### src/rtl/de2_sram_ctrl_pkg.sv
// Shared types and helpers for the DE2 asynchronous SRAM controller.
// Holds the sequencer states, phase encoding and the per-phase bus image.
package de2_sram_pkg;

   typedef enum logic [1:0] {
      IDLE = 2'd0,
      LO   = 2'd1,
      HI   = 2'd2
   } state_t;

   localparam logic PHASE_LO = 1'b0;
   localparam logic PHASE_HI = 1'b1;

   typedef struct packed {
      logic        ce_n;
      logic        oe_n;
      logic        we_n;
      logic        lb_n;
      logic        ub_n;
      logic        data_oe;
      logic [15:0] data_o;
   } bus_t;

   localparam bus_t BUS_IDLE = '{
      ce_n:    1'b1,
      oe_n:    1'b1,
      we_n:    1'b1,
      lb_n:    1'b1,
      ub_n:    1'b1,
      data_oe: 1'b0,
      data_o:  16'h0000
   };

   function automatic logic [1:0] halfword_en(input logic [3:0] byteen, input logic phase);
      return phase ? byteen[3:2] : byteen[1:0];
   endfunction

   // Bus image for one cycle of a phase; strobe selects the we_n-low part of a write.
   function automatic bus_t phase_bus(input logic        write,
                                      input logic        phase,
                                      input logic [3:0]  byteen,
                                      input logic [31:0] wdata,
                                      input logic        strobe);
      bus_t       b;
      logic [1:0] en;
      en = halfword_en(byteen, phase);
      if (write) begin
         b.ce_n    = 1'b0;
         b.oe_n    = 1'b1;
         b.we_n    = ~strobe;
         b.lb_n    = ~en[0];
         b.ub_n    = ~en[1];
         b.data_oe = 1'b1;
         b.data_o  = phase ? wdata[31:16] : wdata[15:0];
      end else begin
         b.ce_n    = 1'b0;
         b.oe_n    = 1'b0;
         b.we_n    = 1'b1;
         b.lb_n    = 1'b0;
         b.ub_n    = 1'b0;
         b.data_oe = 1'b0;
         b.data_o  = 16'h0000;
      end
      return b;
   endfunction

endpackage

### src/rtl/de2_sram_ctrl.sv
// Sequences 32-bit data-memory requests onto the DE2 16-bit asynchronous SRAM
// as one or two halfword phases; the pad tri-state itself lives in the top level.
module de2_sram_ctrl
   import de2_sram_pkg::*;
#(
   parameter int ADDR_W      = 19,
   parameter int WAIT_CYCLES = 1
) (
   input  logic              clk,
   input  logic              reset,
   input  logic              req_valid,
   output logic              req_ready,
   input  logic              req_write,
   input  logic [ADDR_W-1:0] req_addr,
   input  logic [31:0]       req_wdata,
   input  logic [3:0]        req_byteen,
   output logic              rsp_valid,
   output logic [31:0]       rsp_rdata,
   output logic [ADDR_W-2:0] sram_addr,
   output logic [15:0]       sram_data_o,
   input  logic [15:0]       sram_data_i,
   output logic              sram_data_oe,
   output logic              sram_ce_n,
   output logic              sram_oe_n,
   output logic              sram_we_n,
   output logic              sram_lb_n,
   output logic              sram_ub_n
);

   localparam int               CNT_W    = (WAIT_CYCLES < 1) ? 1 : $clog2(WAIT_CYCLES + 1);
   localparam logic [CNT_W-1:0] CNT_LAST = CNT_W'(WAIT_CYCLES);

   state_t              state;
   logic [CNT_W-1:0]    cnt;
   logic                wr;
   logic [ADDR_W-3:0]   word;
   logic [31:0]         wdata;
   logic [3:0]          byteen;
   logic [15:0]         rd_lo;
   bus_t                bus;
   logic                addr_lsb_unused;

   assign addr_lsb_unused = ^req_addr[1:0];

   assign sram_ce_n    = bus.ce_n;
   assign sram_oe_n    = bus.oe_n;
   assign sram_we_n    = bus.we_n;
   assign sram_lb_n    = bus.lb_n;
   assign sram_ub_n    = bus.ub_n;
   assign sram_data_oe = bus.data_oe;
   assign sram_data_o  = bus.data_o;

   always_ff @(posedge clk) begin
      if (!reset) begin
         state     <= IDLE;
         cnt       <= '0;
         wr        <= 1'b0;
         word      <= '0;
         wdata     <= '0;
         byteen    <= '0;
         rd_lo     <= '0;
         bus       <= BUS_IDLE;
         sram_addr <= '0;
         req_ready <= 1'b1;
         rsp_valid <= 1'b0;
         rsp_rdata <= '0;
      end else begin
         rsp_valid <= 1'b0;
         case (state)
            IDLE: begin
               if (req_valid && req_ready) begin
                  wr     <= req_write;
                  word   <= req_addr[ADDR_W-1:2];
                  wdata  <= req_wdata;
                  byteen <= req_byteen;
                  cnt    <= '0;
                  // Writes with no enabled byte in a halfword skip that phase entirely.
                  if (!req_write || halfword_en(req_byteen, PHASE_LO) != 2'b00) begin
                     state     <= LO;
                     req_ready <= 1'b0;
                     sram_addr <= {req_addr[ADDR_W-1:2], PHASE_LO};
                     bus       <= phase_bus(req_write, PHASE_LO, req_byteen, req_wdata, 1'b0);
                  end else if (halfword_en(req_byteen, PHASE_HI) != 2'b00) begin
                     state     <= HI;
                     req_ready <= 1'b0;
                     sram_addr <= {req_addr[ADDR_W-1:2], PHASE_HI};
                     bus       <= phase_bus(req_write, PHASE_HI, req_byteen, req_wdata, 1'b0);
                  end else begin
                     rsp_valid <= 1'b1;
                  end
               end
            end

            LO: begin
               if (cnt != CNT_LAST) begin
                  cnt <= cnt + CNT_W'(1);
                  bus <= phase_bus(wr, PHASE_LO, byteen, wdata, 1'b1);
               end else begin
                  if (!wr) begin
                     rd_lo <= sram_data_i;
                  end
                  if (!wr || halfword_en(byteen, PHASE_HI) != 2'b00) begin
                     state     <= HI;
                     cnt       <= '0;
                     sram_addr <= {word, PHASE_HI};
                     bus       <= phase_bus(wr, PHASE_HI, byteen, wdata, 1'b0);
                  end else begin
                     state     <= IDLE;
                     cnt       <= '0;
                     sram_addr <= '0;
                     bus       <= BUS_IDLE;
                     req_ready <= 1'b1;
                     rsp_valid <= 1'b1;
                  end
               end
            end

            HI: begin
               if (cnt != CNT_LAST) begin
                  cnt <= cnt + CNT_W'(1);
                  bus <= phase_bus(wr, PHASE_HI, byteen, wdata, 1'b1);
               end else begin
                  if (!wr) begin
                     rsp_rdata <= {sram_data_i, rd_lo};
                  end
                  state     <= IDLE;
                  cnt       <= '0;
                  sram_addr <= '0;
                  bus       <= BUS_IDLE;
                  req_ready <= 1'b1;
                  rsp_valid <= 1'b1;
               end
            end

            default: begin
               state     <= IDLE;
               cnt       <= '0;
               sram_addr <= '0;
               bus       <= BUS_IDLE;
               req_ready <= 1'b1;
            end
         endcase
      end
   end

endmodule

### config.mk
export PLATFORM = sky130hd
export DESIGN_NAME = de2_sram_ctrl
export DESIGN_NICKNAME = d
export VERILOG_FILES = /design/src/rtl/de2_sram_ctrl_pkg.sv /design/src/rtl/de2_sram_ctrl.sv
export SDC_FILE = /design/constraint.sdc
export NUM_CORES = 1
export LEC_CHECK = 0
export ABC_AREA = 0
export CORE_ASPECT_RATIO = 1.5
export CORE_MARGIN = 5
export CORE_UTILIZATION = 53
export DETAILED_ROUTE_END_ITERATION = 7
export GPL_TIMING_DRIVEN = 0
export PLACE_DENSITY = 0.86
export SYNTH_ARGS = -nofsm -noshare
export SYNTH_HDL_FRONTEND = slang
export SYNTH_SLANG_ARGS = --single-unit
### constraint.sdc
create_clock -name clk -period 5.3 [get_ports clk]
set_clock_uncertainty 0.15 [all_clocks]
set_input_delay 1.06 -clock clk [delete_from_list [all_inputs] [get_ports clk]]
set_output_delay 1.06 -clock clk [all_outputs]
set_load 0.05 [all_outputs]
# Word-level counts from Yosys, hierarchy flattened

Index checks and enable logic that the tools add are counted.

Register bits after elaboration: 147
Bits in latches: 0
Memory bits (writable): 0
ROM bits: 0
Output and inout port bits: 74
Logic and storage cells: 94
Memories kept: 0

Add/sub/neg operators: 1
$mul: 0
Divide/modulo/power cells: 0
Magnitude comparators: 0
Eq/ne operators: 7
Shifts and indexed selects: 0
Multiplexer cells: 43
Bitwise logic cells: 9
Reduce and logical (&&, ||, !) cells: 16

Operators by type and width:

| operator           | count |
|---|---|
| $mux 22            | 6 |
| $mux 18            | 6 |
| $mux 21            | 5 |
| $pmux 22 s3        | 1 |
| $pmux 18 s3        | 1 |
| $mux 1             | 14 |
| $mux 2             | 6 |
| $not 1->1          | 9 |
| $ne 2x2->1 const B | 4 |
| $pmux 1 s3         | 2 |
| $pmux 2 s3         | 1 |
| $reduce_and 3->1   | 2 |
| $reduce_bool 2->1  | 3 |
| $reduce_and 5->1   | 1 |
| $reduce_and 2->1   | 2 |
| $reduce_and 4->1   | 1 |
| $ne 3x3->1 const B | 1 |
| $eq 2x1->1 const B | 1 |
| $eq 2x2->1 const B | 1 |
| $logic_not 1->1    | 2 |
| $logic_not 2->1    | 1 |
| $logic_or 1x1->1   | 2 |
| $pmux 1 s2         | 1 |
| $reduce_or 2->1    | 1 |
| 2 further kinds    | 2 |

# Logic depth before layout (Yosys ltp)

Gate-level depths: netlist of the first run.

Depth after elaboration: 6
Gate-level depth with buffers: 9

# Worst setup path before layout of the first run

OpenSTA, ideal clock, no wires.

Kind: input to register
Start point: input port req_byteen[1]
End point: register bus, in the netlist sram_data_o[10]
Library setup time: 0.119 ns
Arrival: 1.947 ns
Slack: 3.084 ns
Cell stages on the path: 5
Buffers on the path: 1
Cell sequence: and4bb_4 -> buf_6 -> a222oi_1 -> a21boi_1 -> o21ai_1

Longest elaborated chain between the ends: 5
Elaborated cells between the ends (all ways): 7
Those cells by class: eq/ne: 1; mux: 3; reduce/logical: 3

Ends and longest elaborated chain:

| what                   | line                | text |
|---|---|---|
| start: declaration     | de2_sram_ctrl.sv:16 | `input logic [3:0] req_byteen,` |
| $reduce_bool 2->1 (*)  | de2_sram_ctrl.sv:78 | `if (!req_write \|\| halfword_en(req_byteen, PHASE_LO) != 2'b00) begin` |
| $logic_or 1x1->1 (*)   | de2_sram_ctrl.sv:78 |  |
| $mux 22                | de2_sram_ctrl.sv:78 |  |
| $mux 22                | de2_sram_ctrl.sv:71 | `if (req_valid && req_ready) begin` |
| $pmux 22 s3            | de2_sram_ctrl.sv:69 | `case (state)` |
| end signal: assignment | de2_sram_ctrl.sv:82 | `bus <= phase_bus(req_write, PHASE_LO, req_byteen, req_wdata, 1'b0);` |
| end signal: assignment | de2_sram_ctrl.sv:87 | `bus <= phase_bus(req_write, PHASE_HI, req_byteen, req_wdata, 1'b0);` |
| end signal: assignment | de2_sram_ctrl.sv:97 | `bus <= phase_bus(wr, PHASE_LO, byteen, wdata, 1'b1);` |
| end: declaration       | de2_sram_ctrl.sv:40 | `bus_t bus;` |

Every way passes the cells marked *; elsewhere a longest branch is shown, timed or not. The select of a mux whose other input is x is not followed.
A chain may end at the register's enable or synchronous reset.

# Worst setup path in the final report of the first run

Start point: register sram_addr[0]
End point: output port sram_addr[0]

RTL lines:

| what                     | line                 | text |
|---|---|---|
| start: declaration       | de2_sram_ctrl.sv:19  | `output logic [ADDR_W-2:0] sram_addr,` |
| start signal: assignment | de2_sram_ctrl.sv:81  | `sram_addr <= {req_addr[ADDR_W-1:2], PHASE_LO};` |
| start signal: assignment | de2_sram_ctrl.sv:86  | `sram_addr <= {req_addr[ADDR_W-1:2], PHASE_HI};` |
| start signal: assignment | de2_sram_ctrl.sv:105 | `sram_addr <= {word, PHASE_HI};` |

No word-level cell between the ends.

==> results of run 1 <==
-- per-layer routing --
layer / wire length [µm] / track usage [%] / up-vias
met5: 0 / 0 / -
met4: 968 / 17.2 / 0
met3: 1640 / 7.86 / 85
met2: 9870 / 49.8 / 380
met1: 6680 / 27.0 / 2824
li1: - / - / 2873
-- layout make-up --
| type | count | area, µm² |
|---|---|---|
| clock buffer | 17 | 425 |
| inverter | 5 | 18.8 |
| fill | 790 | 2820 |
| clock inverter | 15 | 210 |
| buffer | 61 | 277 |
| sequential | 146 | 2920 |
| timing repair buffer | 146 | 1460 |
| tap | 147 | 184 |
| multi-input combinational | 523 | 2800 |
-- layout by cell type (no fill, tap or decap), types with 13 or more instances in the layout --
cell type	Yosys	layout
nand2_1	229	229
dfxtp_1	146	146
clkdlybuf4s50_1	0	146
a21oi_1	99	99
a21boi_0	34	34
o21ai_0	31	31
buf_2	26	26
clkbuf_1	26	26
a22oi_1	19	19
clkbuf_16	0	17
a22o_1	15	15
a222oi_1	13	13
-- synthesized netlist by cell type (all sizes together) --
library cell,number,share of area (%)
a21boi,44,5.6
o311a,1,0.17
o22ai,1,0.10
and2,1,0.10
clkbuf,26,1.6
o211ai,1,0.12
a32o,1,0.17
nor4bb,1,0.17
nand2b,5,0.56
nand2,229,14
o31a,2,0.29
and4bb,1,0.27
o21ai,43,3.6
nor2b,2,0.21
or4,1,0.12
buf,35,3.0
inv,5,0.31
or3,1,0.10
dfxtp,146,49
and3b,1,0.15
o211a,1,0.17
a22o,15,2.2
o32ai,1,0.15
nor3b,3,0.54
o21ba,1,0.17
nand3,3,0.33
or2,2,0.21
and3,4,0.42
o21a,1,0.12
a211oi,2,0.33
o2111a,2,0.37
a222oi,13,2.2
nor2,10,0.62
mux2i,2,0.33
ha,4,0.83
a21oi,100,8.5
a221oi,2,0.29
a31oi,1,0.10
mux2,2,0.37
a22oi,19,2.4
-- worst max-delay path, delay by kind of cell (launching register included) --
| kind | cells | cell delay, ns |
|---|---|---|
| buf+inv | 2 | 0.93 |
| flops | 1 | 0.42 |
-- how the worst max path moves through the flow --
stage                                          from                            to  slack, ns  depth (start not counted)
final                     sram_addr[0]$_SDFFE_PN0P_                  sram_addr[0]       2.32                          2
after global routing      sram_addr[0]$_SDFFE_PN0P_                  sram_addr[0]       2.27                          2
after CTS                 sram_addr[0]$_SDFFE_PN0P_                  sram_addr[0]       2.31                          2
after detailed placement                      reset        rd_lo[10]$_SDFFE_PN0P_       2.12                          6
after global placement                        reset        rd_lo[14]$_SDFFE_PN0P_       2.16                          6
after floorplan                       req_byteen[1]  sram_data_o[10]$_SDFFE_PN0P_       3.08                          5
-- sequential cells by signal (all words and copies together), names as in the netlist, 4 cells and up --
signal and flops:
byteen 4, word 17, sram_data_o 16, sram_addr 18, rsp_rdata 32, rd_lo 16, wdata 32
-- cells by family (layout without fill, tap and decap cells) --
family,Yosys count,count (layout)
simple gates,264,264
flops,146,146
compound gates,251,251
mux,4,4
fa+ha+maj,4,4
buf+inv,66,244
-- per-stage QoR --
stage | total power [mW] | util, %
after floorplan | 2.53 | -
after global placement | 3.04 | 69.0
after detailed placement | 3.09 | 69.0
after CTS | 4.38 | 74.7
after global routing | 4.58 | 74.7
final | 4.40 | 74.7
-- power by group through the flow --
| stage | clock network (mW) | registers [mW] | logic (mW) |
|---|---|---|---|
| after floorplan | 0 | 1.75 | 0.775 |
| after global routing | 1.35 | 1.43 | 1.80 |
| final | 1.30 | 1.41 | 1.69 |
| after global placement | 0 | 1.42 | 1.61 |
| after detailed placement | 0 | 1.43 | 1.66 |
| after CTS | 1.30 | 1.41 | 1.68 |
==> flow_metrics.tcl, run 1 <==
set metrics [dict create \
    fin_tns_setup_ns 0 \
    reg2reg_from "sram_addr[0]$_SDFFE_PN0P_" \
    coreArea_um2 11100 \
    die_height_um 141 \
    r2r_end "sram_addr[16]$_SDFFE_PN0P_" \
    netlist_area_um2 6020 \
    max_freq_mhz 336 \
    drtIter0Drc 435 \
    p_sw_share_pct 40.3 \
    pwr-share-clk_pct 29.5 \
    route.detailed.drc 0 \
    htree_num_levels 4 \
    crit_chain "buf_4, clkdlybuf4s50_1" \
    io_pins 149 \
    synthAdderAreaFrac_pct 0.832 \
    post_cts_buffers 0 \
    drt_first_pass_iters 8 \
    wl_per_cell_um 18.1 \
    hold_path_end "sram_data_o[10]$_SDFFE_PN0P_" \
    synth_nets 814 \
    ant_nets 0 \
    cpPeakStageDelay_ns 0.79 \
    rsz0062_at_grt "false" \
    synth_seq_area_share_pct 48.6 \
    drive_above_1_share_pct 8.11 \
    tightest_slew_ns 0.581 \
    cp-end-kind "output pin" \
    cts_buffer_depth 2 \
    holdPathStages 2 \
    finalNetCount 979 \
    worstSkewPairLatency_ns 0.42 \
    synth.area.mux_share_pct 0.707 \
    avgViaCountPerCell 5.81 \
    gr-usage-all-layers_pct 27.4 \
    crit_path_top_delay_cell "clkdlybuf4s50_1" \
    hp-class "reg2reg" \
    seqPwrFrac_pct 32.2 \
    num_antenna_cells 0 \
    max-slew-margin-rel_pct 61.2 \
    yosysWarnings 0 \
    dieWidth_um 97.0 \
    totalWireLength_mm 19.2 \
    antenna_found_initial 0 \
    placed_cell_area_um2 7660 \
    overflow 0 \
    synth-xor-area-share_pct 0 \
    vias 6162 \
    worst_slack_ns 2.32 \
    ys_seq_elements 146 \
    grt_pass1_wl_mm 30.3 \
    cp.required_ns 4.09 \
    period_share_pct 56.2 \
    path_max_fanout 5 \
    setup_viol 0 \
    stdcell_area_um2 8300 \
    start_util_pct 54.1 \
    holdWs_ns 0.294 \
    final.min_clock_period_ns 2.98 \
    ctsRootBufferMaster "clkbuf_16" \
    combPwrFrac_pct 38.3 \
    dp_cells 1028 \
    synth_top_family_by_area "compound AO/OA/AOI/OAI gates" \
    io_buffers 146 \
    gp_congestion 0.888 \
    synthSimpleGateAreaFrac_pct 18.1 \
    cp.arrival_ns 1.77 \
    grt_max_degree 17 \
    synth_compound_area_share_pct 26.9 \
    regToRegSetupSlack_ns 2.96 \
    tritoncts "built" \
    power_switching_mw 1.77 \
    cts-resized-gates 0 \
    cp-start-kind "flop" \
    synth.distinct_cells 51 \
    outcome "completed" \
    irDropWorstVdd_v 0.000440 \
    cts_sinks 146 \
    clk_pin_slew_ns 0.06 \
    cap_viol_max_count 0 \
    reg2reg_depth 8 \
    worstSetupPathType "reg2out" \
    syn_inst 735 \
    hold_path.startpoint "sram_data_o[10]$_SDFFE_PN0P_" \
    power.internal_mw 2.62 \
    dp_hpwl_mm 13.8 \
    hold_viol 0 \
    placementRows 47 \
    dp_slack_ns 2.12 \
    power.density_nw_per_um2 530 \
    syn_to_final_growth_pct 37.9 \
    die-area_um2 13600 \
    syn_avg_cell_area_um2 8.19 \
    first_global_vias 6343 \
    instances_no_fill 1060 \
    slew_violations 0 \
    hold_buffers 0 \
    leakagePower_nw 3.01 \
    cts_buffers 17 \
]
Note: power is estimated with default switching activity, not from simulation.
==> run 2: changes to the inputs <==
--- a/config.mk
+++ b/config.mk
@@ -8,10 +8,10 @@
 export ABC_AREA = 0
 export CORE_ASPECT_RATIO = 1.5
 export CORE_MARGIN = 5
-export CORE_UTILIZATION = 53
+export CORE_UTILIZATION = 49
 export DETAILED_ROUTE_END_ITERATION = 7
 export GPL_TIMING_DRIVEN = 0
-export PLACE_DENSITY = 0.86
+export PLACE_DENSITY = 0.81
 export SYNTH_ARGS = -nofsm -noshare
 export SYNTH_HDL_FRONTEND = slang
 export SYNTH_SLANG_ARGS = --single-unit
==> constraint.sdc (replaced) <==
create_clock -name clk -period 2.8 [get_ports clk]
set_clock_uncertainty 0.15 [all_clocks]
set_input_delay 0.56 -clock clk [delete_from_list [all_inputs] [get_ports clk]]
set_output_delay 0.56 -clock clk [all_outputs]
set_load 0.05 [all_outputs]
==> run 2 against run 1 <==
- register-to-register slack got worse by 2.5 ns
- non-clock buffer count stayed put
- critical path depth did not move
- power grew 85%
- hold slack worse by 0.0023 ns
- critical path type unchanged
- sequential share of layout area up 0.11 points
- via count down 4.2%
- clock power up 78%
- worst setup slack worse by 2.0 ns
==> flow_metrics.tcl, run 2 (synthesis gave the netlist of run 1 again) <==
set metrics [dict create \
    outcome "completed" \
    cts_buffers 17 \
    setup_viol 0 \
    htree_num_levels 4 \
    leakagePower_nw 2.97 \
    multi_input_area_um2 2800 \
    fillCellCount 1030 \
    slew_violations 0 \
    drtIter0Drc 387 \
    drt_first_pass_iters 7 \
    clk_pin_slew_ns 0.06 \
    regArea_um2 2920 \
    avgViaCountPerCell 5.54 \
    reg_top3 "rsp_rdata: 32 flops, wdata: 32 flops, sram_addr: 18 flops" \
    syn_to_final_growth_pct 37.5 \
    reg2reg_depth 8 \
    die_height_um 146 \
    cts_sinks 146 \
    holdWs_ns 0.292 \
    r2r_end "sram_addr[16]$_SDFFE_PN0P_" \
    layout_common_cells "nand2_1 (229), dfxtp_1 (146), clkdlybuf4s50_1 (146)" \
    layout_commonest_cell "nand2_1" \
    io_buffers 146 \
    cp.arrival_ns 1.77 \
    hold_viol 0 \
    placementRows 49 \
    stdcell_area_um2 8270 \
    cp.required_ns 2.09 \
    hold_path.startpoint "sram_data_o[10]$_SDFFE_PN0P_" \
    regToRegSetupSlack_ns 0.51 \
    cts_buffer_depth 2 \
    io_pins 149 \
    gp_congestion 0.921 \
    ant_nets 0 \
    worst_slack_ns 0.319 \
    cp-start-kind "flop" \
    hp-class "reg2reg" \
    placed_cell_area_um2 7670 \
    path_max_fanout 5 \
    cp-end-kind "output pin" \
    holdPathStages 2 \
    dieWidth_um 100 \
    irDropWorstVdd_v 0.000729 \
    reg2reg_from "sram_addr[0]$_SDFFE_PN0P_" \
    start_util_pct 50.1 \
    vias 5901 \
    power_mw 8.14 \
    wl_per_cell_um 17.1 \
    route.detailed.drc 0 \
    gr-usage-all-layers_pct 25.0 \
    rsz0062_at_grt "false" \
    worstSetupPathType "reg2out" \
    die-area_um2 14600 \
    num_antenna_cells 0 \
    final.min_clock_period_ns 2.48 \
    power.density_nw_per_um2 983 \
    max_freq_mhz 403 \
    tightest_slew_ns 0.578 \
    fin_tns_setup_ns 0 \
    cts-resized-gates 0 \
    coreArea_um2 12000 \
    tritoncts "built" \
    max-slew-margin-rel_pct 61.4 \
    grt_max_degree 17 \
    cap_viol_max_count 0 \
    finalNetCount 979 \
    dp_hpwl_mm 13.1 \
    dp_slack_ns 0.0574 \
    totalWireLength_mm 18.3 \
    grt_pass1_wl_mm 29.5 \
    post_cts_buffers 0 \
    first_global_vias 6006 \
    antenna_found_initial 0 \
    drive_above_1_share_pct 7.89 \
    hold_buffers 0 \
    ctsRootBufferMaster "clkbuf_16" \
    period_share_pct 88.6 \
    overflow 0 \
    hold_path_end "sram_data_o[10]$_SDFFE_PN0P_" \
    worstSkewPairLatency_ns 0.42 \
]
## run 2: power by group
group / internal [mW] / leakage, nW / switching, mW
clock: 1.43 / 0.283 / 0.888
sequential: 2.44 / 1.19 / 0.224
combinational: 1.07 / 1.50 / 2.08
total: 4.94 / 2.97 / 3.20
## run 2: metrics by stage
| stage | cells | utilization (%) |
|---|---|---|
| 2_1_floorplan | 735 | - |
| 3_3_place_gp | 1034 | 63.8 |
| 3_5_place_dp | 1034 | 63.8 |
| 5_1_grt | 1066 | 68.9 |
| 4_1_cts | 1066 | 68.9 |
| 6_report | 1066 | 68.9 |
## run 2: layer usage
metal,GRT usage (%),part of all wire [%]
met5,0,0
met4,12.6,3.4
met3,5.90,7.5
met2,43.9,51
met1,27.7,38
## run 2: worst max-delay path, stage by stage, from the launching register on
cell and delay, ns:
dfxtp_1 0.42, buf_4 0.14, clkdlybuf4s50_1 0.79
## run 2: layout make-up
cell class / instances / area share (%)
clock inverter: 12 / 1.89
buffer: 61 / 3.34
multi-input combinational: 523 / 33.8
tap: 153 / 2.31
sequential: 146 / 35.3
timing repair buffer: 146 / 17.7
clock buffer: 20 / 5.40
inverter: 5 / 0.227
## run 2: worst max path at each step
stage / start / end / slack [ns] / depth (start not counted)
2_1_floorplan: req_ready$_SDFFE_PN1P_ / sram_addr[10]$_SDFFE_PN0P_ / 0.84 / 5
3_3_place_gp: reset / rd_lo[14]$_SDFFE_PN0P_ / 0.09 / 6
3_5_place_dp: reset / byteen[1]$_SDFFE_PN0P_ / 0.06 / 6
4_1_cts: sram_addr[0]$_SDFFE_PN0P_ / sram_addr[0] / 0.31 / 2
5_1_grt: sram_addr[0]$_SDFFE_PN0P_ / sram_addr[0] / 0.29 / 2
6_report: sram_addr[0]$_SDFFE_PN0P_ / sram_addr[0] / 0.32 / 2
